$ cat src/rtl/stage_seq_pkg.sv
// Shared types and default constants for the instruction-stage sequencer.
package stage_seq_pkg;

   typedef enum logic [1:0] {
      IDLE = 2'd0,
      RUN  = 2'd1,
      STEP = 2'd2
   } state_t;

   localparam int unsigned DEF_NUM_STAGES   = 4;
   localparam int unsigned DEF_PHASE_CYCLES = 2;

endpackage

$ cat src/rtl/stage_sequencer.sv
// Splits hw_clk into NUM_STAGES stages of PHASE_CYCLES cycles each, with
// run/halt, single-step, stall and a retired-instruction counter.
module stage_sequencer
   import stage_seq_pkg::*;
#(
   parameter int unsigned NUM_STAGES   = DEF_NUM_STAGES,
   parameter int unsigned PHASE_CYCLES = DEF_PHASE_CYCLES,
   parameter int unsigned CNT_W        = 16
) (
   input  logic                  i_hw_clk,
   input  logic                  i_hw_reset_n,
   input  logic                  i_run_en,
   input  logic                  i_step_req,
   input  logic                  i_stall,
   output logic [0:NUM_STAGES-1] o_is_stage,
   output logic [0:NUM_STAGES-1] o_stage_clk,
   output logic                  o_instr_done,
   output logic                  o_busy,
   output logic [CNT_W-1:0]      o_instr_count
);

   localparam int PW = (PHASE_CYCLES > 1) ? $clog2(PHASE_CYCLES) : 1;
   localparam int SW = $clog2(NUM_STAGES);
   localparam logic [PW-1:0] PH_LAST = PW'(PHASE_CYCLES - 1);
   localparam logic [SW-1:0] ST_LAST = SW'(NUM_STAGES - 1);
   localparam logic [0:NUM_STAGES-1] ONEHOT0 = {1'b1, {(NUM_STAGES-1){1'b0}}};

   state_t                  r_state;
   logic [SW-1:0]           r_stage;
   logic [PW-1:0]           r_phase;
   logic [0:NUM_STAGES-1]   r_is_stage;
   logic [0:NUM_STAGES-1]   r_stage_clk;
   logic                    r_instr_done;
   logic [CNT_W-1:0]        r_cnt;

   state_t                  w_state_nxt;
   logic [SW-1:0]           w_stage_nxt;
   logic [PW-1:0]           w_phase_nxt;
   logic                    w_adv;
   logic                    w_wrap;
   logic [0:NUM_STAGES-1]   w_is_stage_nxt;
   logic [0:NUM_STAGES-1]   w_stage_clk_nxt;

   // Next state, stage/phase advance and strobe decode.
   always_comb begin
      w_state_nxt     = r_state;
      w_stage_nxt     = r_stage;
      w_phase_nxt     = r_phase;
      w_adv           = 1'b0;
      w_wrap          = 1'b0;
      w_is_stage_nxt  = '0;
      w_stage_clk_nxt = '0;
      case (r_state)
         IDLE: begin
            // Parked at stage0/phase0; stall has no meaning here.
            w_stage_nxt = '0;
            w_phase_nxt = '0;
            if (i_run_en)        w_state_nxt = RUN;
            else if (i_step_req) w_state_nxt = STEP;
         end
         RUN, STEP: begin
            if (!i_stall) begin
               if (r_phase == PH_LAST) begin
                  w_phase_nxt = '0;
                  w_adv       = 1'b1;
                  if (r_stage == ST_LAST) begin
                     // Instruction boundary: the only place halt/step-end act.
                     w_stage_nxt = '0;
                     w_wrap      = 1'b1;
                     if (r_state == STEP || !i_run_en) w_state_nxt = IDLE;
                  end else begin
                     w_stage_nxt = r_stage + 1'b1;
                  end
               end else begin
                  w_phase_nxt = r_phase + 1'b1;
               end
            end
         end
         default: begin
            w_state_nxt = IDLE;
            w_stage_nxt = '0;
            w_phase_nxt = '0;
         end
      endcase
      w_is_stage_nxt[w_stage_nxt] = 1'b1;
      if (w_adv) w_stage_clk_nxt[r_stage] = 1'b1;
   end

   // State, counters and registered outputs.
   always_ff @(posedge i_hw_clk or negedge i_hw_reset_n) begin
      if (!i_hw_reset_n) begin
         r_state      <= IDLE;
         r_stage      <= '0;
         r_phase      <= '0;
         r_is_stage   <= ONEHOT0;
         r_stage_clk  <= '0;
         r_instr_done <= 1'b0;
         r_cnt        <= '0;
      end else begin
         r_state      <= w_state_nxt;
         r_stage      <= w_stage_nxt;
         r_phase      <= w_phase_nxt;
         r_is_stage   <= w_is_stage_nxt;
         r_stage_clk  <= w_stage_clk_nxt;
         r_instr_done <= w_wrap;
         if (w_wrap) r_cnt <= r_cnt + 1'b1;
      end
   end

   assign o_is_stage    = r_is_stage;
   assign o_stage_clk   = r_stage_clk;
   assign o_instr_done  = r_instr_done;
   assign o_busy        = (r_state != IDLE);
   assign o_instr_count = r_cnt;

endmodule

$ cat config.mk
export PLATFORM = sky130hd
export DESIGN_NAME = stage_sequencer
export DESIGN_NICKNAME = d
export VERILOG_FILES = /design/src/rtl/stage_seq_pkg.sv /design/src/rtl/stage_sequencer.sv
export SDC_FILE = /design/constraint.sdc
export NUM_CORES = 1
export LEC_CHECK = 0
export ABC_AREA = 0
export BUFFER_PORTS_ARGS = -buffer_cell sky130_fd_sc_hd__buf_2
export CORE_AREA = 2 2 54 56
export CTS_CLUSTER_SIZE = 25
export DETAILED_ROUTE_END_ITERATION = 10
export DIE_AREA = 0 0 56 58
export HOLD_SLACK_MARGIN = 0.15
export MAX_ROUTING_LAYER = met4
export PLACE_DENSITY = 0.72
export REMOVE_ABC_BUFFERS = 1
export SLEW_MARGIN = 20
export SYNTH_ARGS = -nofsm -noshare
export SYNTH_HDL_FRONTEND = slang
export SYNTH_SLANG_ARGS = --single-unit
$ cat constraint.sdc
create_clock -name i_hw_clk -period 4.3 [get_ports i_hw_clk]
set_input_delay 0.86 -clock i_hw_clk [delete_from_list [all_inputs] [get_ports i_hw_clk]]
set_output_delay 0.86 -clock i_hw_clk [all_outputs]
set_load 0.02 [all_outputs]
# Word-level counts from Yosys, hierarchy flattened

Cells that the tools add are included.

Bits in registers: 30
Latch bits: 0
Bits in writable memories: 0
Bits in read-only memories: 0
Input port bits: 5
Output and inout bits: 26
Word-level logic and storage cells: 58
Memories: 0

Add/sub/neg operators: 3
$mul: 0
Divide/modulo/power cells: 0
$lt $le $gt $ge: 4
Eq/ne operators: 8
Shifts and indexed selects: 0
Multiplexer cells: 26
Bitwise logic cells: 2
Reductions and logical operators: 8

Operators by type and width:

| kind                                                                          | count |
|---|---|
| 2-bit 2-to-1 mux                                                              | 10 |
| 16-bit by 1-bit adder with 16-bit output (second input constant)              | 1 |
| 1-bit 2-to-1 mux                                                              | 12 |
| 2-bit inequality test (second input constant)                                 | 4 |
| 3-bit greater-or-equal comparator (second input constant)                     | 2 |
| 3-bit by 1-bit less-than comparator with 1-bit output (second input constant) | 2 |
| 2-bit NOT with 3-bit output                                                   | 2 |
| 5-bit AND reduction                                                           | 1 |
| 1-bit demux with 2-bit select                                                 | 2 |
| 2-bit equality test (second input constant)                                   | 2 |
| 4-bit 2-to-1 mux                                                              | 1 |
| 2-bit one-hot mux with 2 select lines                                         | 1 |
| 3-bit inequality test (second input constant)                                 | 1 |
| 2-bit by 1-bit adder with 2-bit output (second input constant)                | 1 |
| 2-bit by 1-bit equality test with 1-bit output (second input constant)        | 1 |
| 1-bit logical AND                                                             | 2 |
| 2-bit zero test                                                               | 1 |
| 2-bit nonzero test                                                            | 1 |
| 2-bit OR reduction                                                            | 1 |
| 1-bit adder (second input constant)                                           | 1 |
| 1-bit zero test                                                               | 1 |
| 1-bit logical OR                                                              | 1 |

# Depth between registers and ports, before layout

Gate-level depths: netlist (run 1).

Depth after elaboration: 10
Gate-level depth with buffers: 6
Mapped depth without buffers: 6

# Worst setup path after synthesis (run 1)

OpenSTA, ideal clock, no wires.

Kind: input to register
Start point: in i_stall
End point: reg r_cnt[13], in the netlist o_instr_count[13]
Setup time: 129 ps
Arrival time: 1717 ps
Data required time: 4171 ps
Path slack: 2454 ps
Stages: 4
Buffers on the path: 0
Path through: nand4b_4 -> nor4_4 -> nand3_1 -> xnor2_1

Word-level cells in the longest chain between the ends: 2

RTL lines:

| what                 | RTL line               | text |
|---|---|---|
| start, declared      | stage_sequencer.sv:14  | `input logic i_stall,` |
| 1-bit 2-to-1 mux     | stage_sequencer.sv:62  | `if (!i_stall) begin` |
| 1-bit 2-to-1 mux     | stage_sequencer.sv:53  | `case (r_state)` |
| end signal, assigned | stage_sequencer.sv:106 | `if (w_wrap) r_cnt <= r_cnt + 1'b1;` |
| end, declared        | stage_sequencer.sv:34  | `logic [CNT_W-1:0] r_cnt;` |

Every way passes these cells.
A chain may end at the register's enable or synchronous reset.

# Worst setup path after layout (run 1)

Start point: reg r_state[1]
End point: out o_busy

Word-level cells in the longest chain between the ends: 1

RTL lines:

| what                   | RTL line               | text |
|---|---|---|
| start, declared        | stage_sequencer.sv:28  | `state_t r_state;` |
| start signal, assigned | stage_sequencer.sv:100 | `r_state <= w_state_nxt;` |
| 2-bit nonzero test     | stage_sequencer.sv:113 | `assign o_busy = (r_state != IDLE);` |
| end, declared          | stage_sequencer.sv:18  | `output logic o_busy,` |

Every way passes these cells.

==> results of run 1 <==
==> synth_stat cells (all sizes together), types with 2 or more instances <==
cell and count:
nor2 4, ha 7, nor4 2, nand2 8
o21ai 2, nand4 5, xor2 3, nor2b 6
mux2i 2, nand3 6, and3 4, xnor2 12
dfrtp 29, inv 8
==> cell families (layout without fill, tap and decap cells) <==
family | after synthesis | count (layout) | synth area share (%)
adders and majority gates | 7 | 7 | 6.57
muxes | 2 | 2 | 1.50
buffers and inverters | 8 | 46 | 2.25
xor gates and xnor gates | 15 | 15 | 9.85
AOI/OAI and AO/OA | 5 | 5 | 2.44
DFF | 30 | 30 | 56.4
and+or+nand+nor | 42 | 42 | 21.0
==> layer usage <==
layer / GRT usage [%] / vias to the layer above / wire length [microns]
li1: - / 444 / -
met1: 18.8 / 433 / 930
met2: 25.9 / 22 / 1120
met3: 7.37 / 4 / 143
met4: 6.12 / 0 / 23
met5: - / - / 0
==> metrics by stage <==
stage | total power [mW] | worst slack (ns)
finish | 0.778 | 2.26
global route | 0.825 | 2.17
CTS | 0.786 | 2.25
detailed placement | 0.490 | 2.24
global placement | 0.477 | 2.29
floorplan | 0.441 | 2.45
==> state kept, by name (all words and copies together), names as in the netlist <==
name / flops
o_stage_clk: 4
o_is_stage: 4
r_state: 2
o_instr_done: 1
r_stage: 2
r_phase: 1
o_instr_count: 16
==> how the worst max path moves through the flow <==
stage | from | to | slack, ns | depth (start not counted)
after floorplan | i_stall | o_instr_count[13] | 2.45 | 4
after global placement | i_stall | o_instr_count[13] | 2.29 | 5
after detailed placement | i_stall | o_instr_count[15] | 2.24 | 5
after CTS | r_state[1] | o_busy | 2.25 | 4
after global routing | r_state[1] | o_busy | 2.17 | 4
final | r_state[1] | o_busy | 2.26 | 4
==> area by class of cell <==
cell class	count	area share, %
flip-flops and latches	30	46.0
clock inverters	2	3.68
multi-input cells	71	33.8
inverters	8	1.84
clock buffers	6	3.14
repair buffers	30	9.19
well taps	31	2.37
==> worst max-delay path, cell delays in order (launching register included) <==
cell,delay [ns]
dfrtp_1,0.38
inv_1,0.07
ha_1,0.17
inv_1,0.08
buf_2,0.16
==> power groups by stage <==
stage | clock, mW | combinational (mW) | sequential [mW]
floorplan | 0 | 0.0993 | 0.341
global placement | 0 | 0.148 | 0.329
detailed placement | 0 | 0.158 | 0.332
CTS | 0.301 | 0.159 | 0.326
global route | 0.315 | 0.180 | 0.330
finish | 0.295 | 0.156 | 0.326
==> flow_summary.yaml, run 1 <==
status:
  status: "finished, final reports clean"
global_routing:
  antenna_found_initial: 0
  grt_max_degree: 31
  grt_pass1_wl_microns: 3870
  overflow: 0
  track_usage_pct: 16.5
  grt_pass1_vias: 846
critical_path:
  worstSetupPathType: "reg2out"
  cp.arrival_ns: 1.18
  crit_required_ns: 3.44
  reg2reg_from: "r_state[1]"
  worstRegToRegCells: 6
  cp_max_fo: 3
  r2r_slack_ns: 2.42
  rr_endpoint: "o_instr_count[15]"
  startpoint_type: "register"
  crit_path_end_kind: "output port"
die:
  core-area_sq_um: 2660
  fp.dieW_microns: 56
  start_util_pct: 50.1
  die_height_microns: 58
  boundaryPins: 31
  dieArea_sq_um: 3250
  row_count: 19
finish:
  mostFrequentLayoutCells: "buf_2 (30), dfrtp_1 (29), xnor2_1 (12), inv_1 (8), nand2_1 (8)"
  fin_nets: 158
  layout_commonest_cell: "buf_2"
  final_util_pct: 61.4
  num-fill-cells: 213
  syn_to_final_growth_pct: 22.5
  final_cells: 178
  diodes: 0
  seq_area_sq_um: 752
  drive_gt1_share_pct: 29.3
  final_cell_area_sq_um: 1630
  multi_input_area_sq_um: 552
routing:
  drc: 0
  ant_nets: 0
  drt-wirelength-per-cell_microns: 12.5
  vias: 903
  first_pass_iters: 4
  drt_iter0_markers: 17
  viasPerCell: 5.07
  wl_microns: 2220
synthesis:
  yosys_warnings: 0
  postSynthCellCount: 109
  avgSynthCellArea_sq_um: 12.2
  synth_edf_count: 0
  async_flop_share_pct: 100
  ys_top_cells_by_area: "dfrtp_1 (54%), xnor2_1 (7.9%), ha_1 (6.6%)"
  yosysSeqAreaShare_pct: 56.4
  yosys.area.top_type: "dfrtp_1"
  synth_top_area_share_pct: 54.4
  synth-seq-cells: 30
  synth_area_sq_um: 1330
  yosysUniqueCellTypes: 26
  synth_ff_type: "dfrtp_1"
power:
  p_sw_share_pct: 27.2
  comb_power_share_pct: 20.1
  pwr-share-seq_pct: 41.9
  p_leak_nw: 0.915
  p_sw_uw: 212
  worst_ir_drop_vdd_mv: 0.376
  clkPwrFrac_pct: 38.0
  powerDensity_nw_per_um2: 476
  power.internal_uw: 566
placed_design:
  placed_cell_area_sq_um: 1520
  dpl.cell_count: 170
  io_buffers: 30
  gp_congestion: 0.726
  hpwl_microns: 1650
clock_tree:
  cts_buffers: 5
  clockBufferDepth: 2
  postCtsResizedCells: 0
  cts.hold.buffers_added: 0
  cts-root-buf: "clkbuf_4"
  clk_pin_slew_ns: 0.10
  cts_tree: "done"
  clock_latency_ns: 0.33
  postCtsSetupBuffers: 0
  cts_sinks: 30
  cts_max_level: 2
timing:
  tightest_slew_ns: 0.641
  finalCritPeriodShare_pct: 47.6
  fin_skew_ns: 0.00729
  holdWs_ns: 0.473
  finalSetupViolCount: 0
  tns_ns: 0
  hold_viol_final: 0
  finalCriticalPeriod_ns: 2.04
  fmax_ghz: 0.489
  slew_headroom_pct: 57.3
  maxSlewViolCount: 0
  grt_setup_unrepaired: "no"
flow_run:
  cap_violations: 0
min_path:
  hold_depth: 1
  hp-class: "reg2reg"
  holdCritStartpoint: "o_instr_count[15]"
  hold_end: "o_instr_count[15]"
Note: power is estimated with default switching activity, not from simulation.
==> run 2: changes to the inputs <==
clock period = 2.02 ns   (was 4.3 ns; I/O delays follow)
==> run 2 against run 1 <==
Against the previous run:
- die area is the same
- hold slack lost 0.12 ns
- via count grew 0.66%
- largest power group unchanged
==> flow_summary.yaml, run 2 (same netlist as run 1, synthesis figures left out) <==
critical_path:
  worstRegToRegCells: 6
  reg2reg_from: "r_state[0]"
  cp_max_fo: 9
  r2r_slack_ns: 0.15
  rr_endpoint: "o_instr_count[9]"
  crit_path_end_kind: "register"
  worstSetupPathType: "reg2reg"
  startpoint_type: "register"
  crit_required_ns: 2.24
  cp.arrival_ns: 2.09
finish:
  final_cell_area_sq_um: 1600
  drive_gt1_share_pct: 29.1
  syn_to_final_growth_pct: 19.7
  fin_nets: 159
  final_util_pct: 60.0
  mostFrequentLayoutCells: "buf_2 (30), dfrtp_1 (29), xnor2_1 (12), inv_1 (8), nand2_1 (8)"
  largest_reg_flops: 16
  diodes: 0
  layout_commonest_cell: "buf_2"
routing:
  viasPerCell: 5.08
  drt-wirelength-per-cell_microns: 13.3
  drt_iter0_markers: 11
  vias: 909
  ant_nets: 0
  first_pass_iters: 4
  wl_microns: 2380
  drc: 0
min_path:
  hold_depth: 3
  holdCritStartpoint: "i_step_req"
  hp-class: "in2reg"
  hold_end: "r_state[1]"
timing:
  holdWs_ns: 0.350
  tightest_slew_ns: 0.648
  slew_headroom_pct: 56.8
  fmax_ghz: 0.534
  finalCriticalPeriod_ns: 1.87
  hold_viol_final: 0
  fin_skew_ns: 0.00528
  finalCritPeriodShare_pct: 92.7
  maxSlewViolCount: 0
  finalSetupViolCount: 0
  grt_setup_unrepaired: "no"
  tns_ns: 0
placed_design:
  gp_congestion: 0.753
  io_buffers: 30
  hpwl_microns: 1770
  placed_cell_area_sq_um: 1520
power:
  worst_ir_drop_vdd_mv: 0.706
  p_sw_share_pct: 32.1
  comb_power_share_pct: 24.1
  p_leak_nw: 0.895
  p_sw_uw: 451
  power.internal_uw: 953
  powerDensity_nw_per_um2: 880
  clkPwrFrac_pct: 26.7
  pwr-share-seq_pct: 49.3
die:
  start_util_pct: 50.1
  boundaryPins: 31
  fp.dieW_microns: 56
  core-area_sq_um: 2660
  die_height_microns: 58
  row_count: 19
  dieArea_sq_um: 3250
clock_tree:
  clockBufferDepth: 2
  cts_max_level: 2
  cts_sinks: 30
  cts-root-buf: "clkbuf_4"
  clk_pin_slew_ns: 0.10
  cts_buffers: 5
  clock_latency_ns: 0.33
  cts_tree: "done"
global_routing:
  grt_pass1_wl_microns: 3930
  antenna_found_initial: 0
  grt_max_degree: 31
  grt_pass1_vias: 926
  grt_use_met2_pct: 28.1
  grt.busiest_layer: "met2"
  grtUsageMet1_pct: 18.6
  overflow: 0
  track_usage_pct: 16.8
  grtUsageMet3_pct: 4.69
flow_run:
  cap_violations: 0
status:
  status: "finished, final reports clean"
[run 2: cell types whose count changed in the layout (fill, tap and decap cells not counted), sizes merged]
cell / change
bufinv: -2
clkinv: +1
clkinvlp: +1
dlygate4sd3: +1
[run 2: per-layer routing]
metal  vias to the layer above  share of wire [%]
met5                         -                  0
met1                       439                 41
li1                        441                  -
met4                         0                1.8
met2                        24                 52
met3                         5                5.6
[run 2: stage by stage]
stage	power [mW]	setup WS, ns	std cells
2_1_floorplan	0.938	0.324	109
3_3_place_gp	1.02	0.224	170
3_5_place_dp	1.05	0.162	170
4_1_cts	1.43	0.139	179
5_1_grt	1.49	0.00920	179
6_report	1.40	0.148	179
[run 2: power by group through the flow]
stage	Clock [mW]	Combinational, mW	Sequential [mW]
CTS	0.388	0.347	0.693
global placement	0	0.314	0.701
floorplan	0	0.211	0.727
detailed placement	0	0.345	0.704
finish	0.375	0.338	0.692
global route	0.408	0.385	0.700
[run 2: worst max path at each step]
stage	from	end	slack, ns	depth (start not counted)
after floorplan	r_state[0]	o_instr_count[13]	0.32	6
after global placement	r_state[0]	o_instr_count[13]	0.22	6
after detailed placement	r_state[1]	o_instr_count[9]	0.16	6
after CTS	r_state[1]	o_instr_count[9]	0.14	6
after global routing	r_state[1]	o_instr_count[13]	0.009	6
final	r_state[0]	o_instr_count[9]	0.15	6
[run 2: cell type report]
type / instances / area, sq um
sequential: 30 / 752
fill: 232 / 1070
multi-input combinational: 71 / 552
timing repair buffer: 31 / 160
clock buffer: 6 / 51.3
tap: 31 / 38.8
clock inverter: 2 / 12.5
inverter: 8 / 30.0
[run 2: repair_timing]
action | in CTS | in global routing
hold buffers | 1 | 0
resized for setup | 0 | 0
hold endpoints to repair | 29 | 0
buffers inserted | 0 | 0
[run 2: critical path, cell delays in order (launching register included)]
cell and delay, ns:
dfrtp_1 0.33, inv_1 0.07, ha_1 0.44, nand4b_4 0.24, nor4_2 0.37, nand4_1 0.16
xnor2_1 0.15
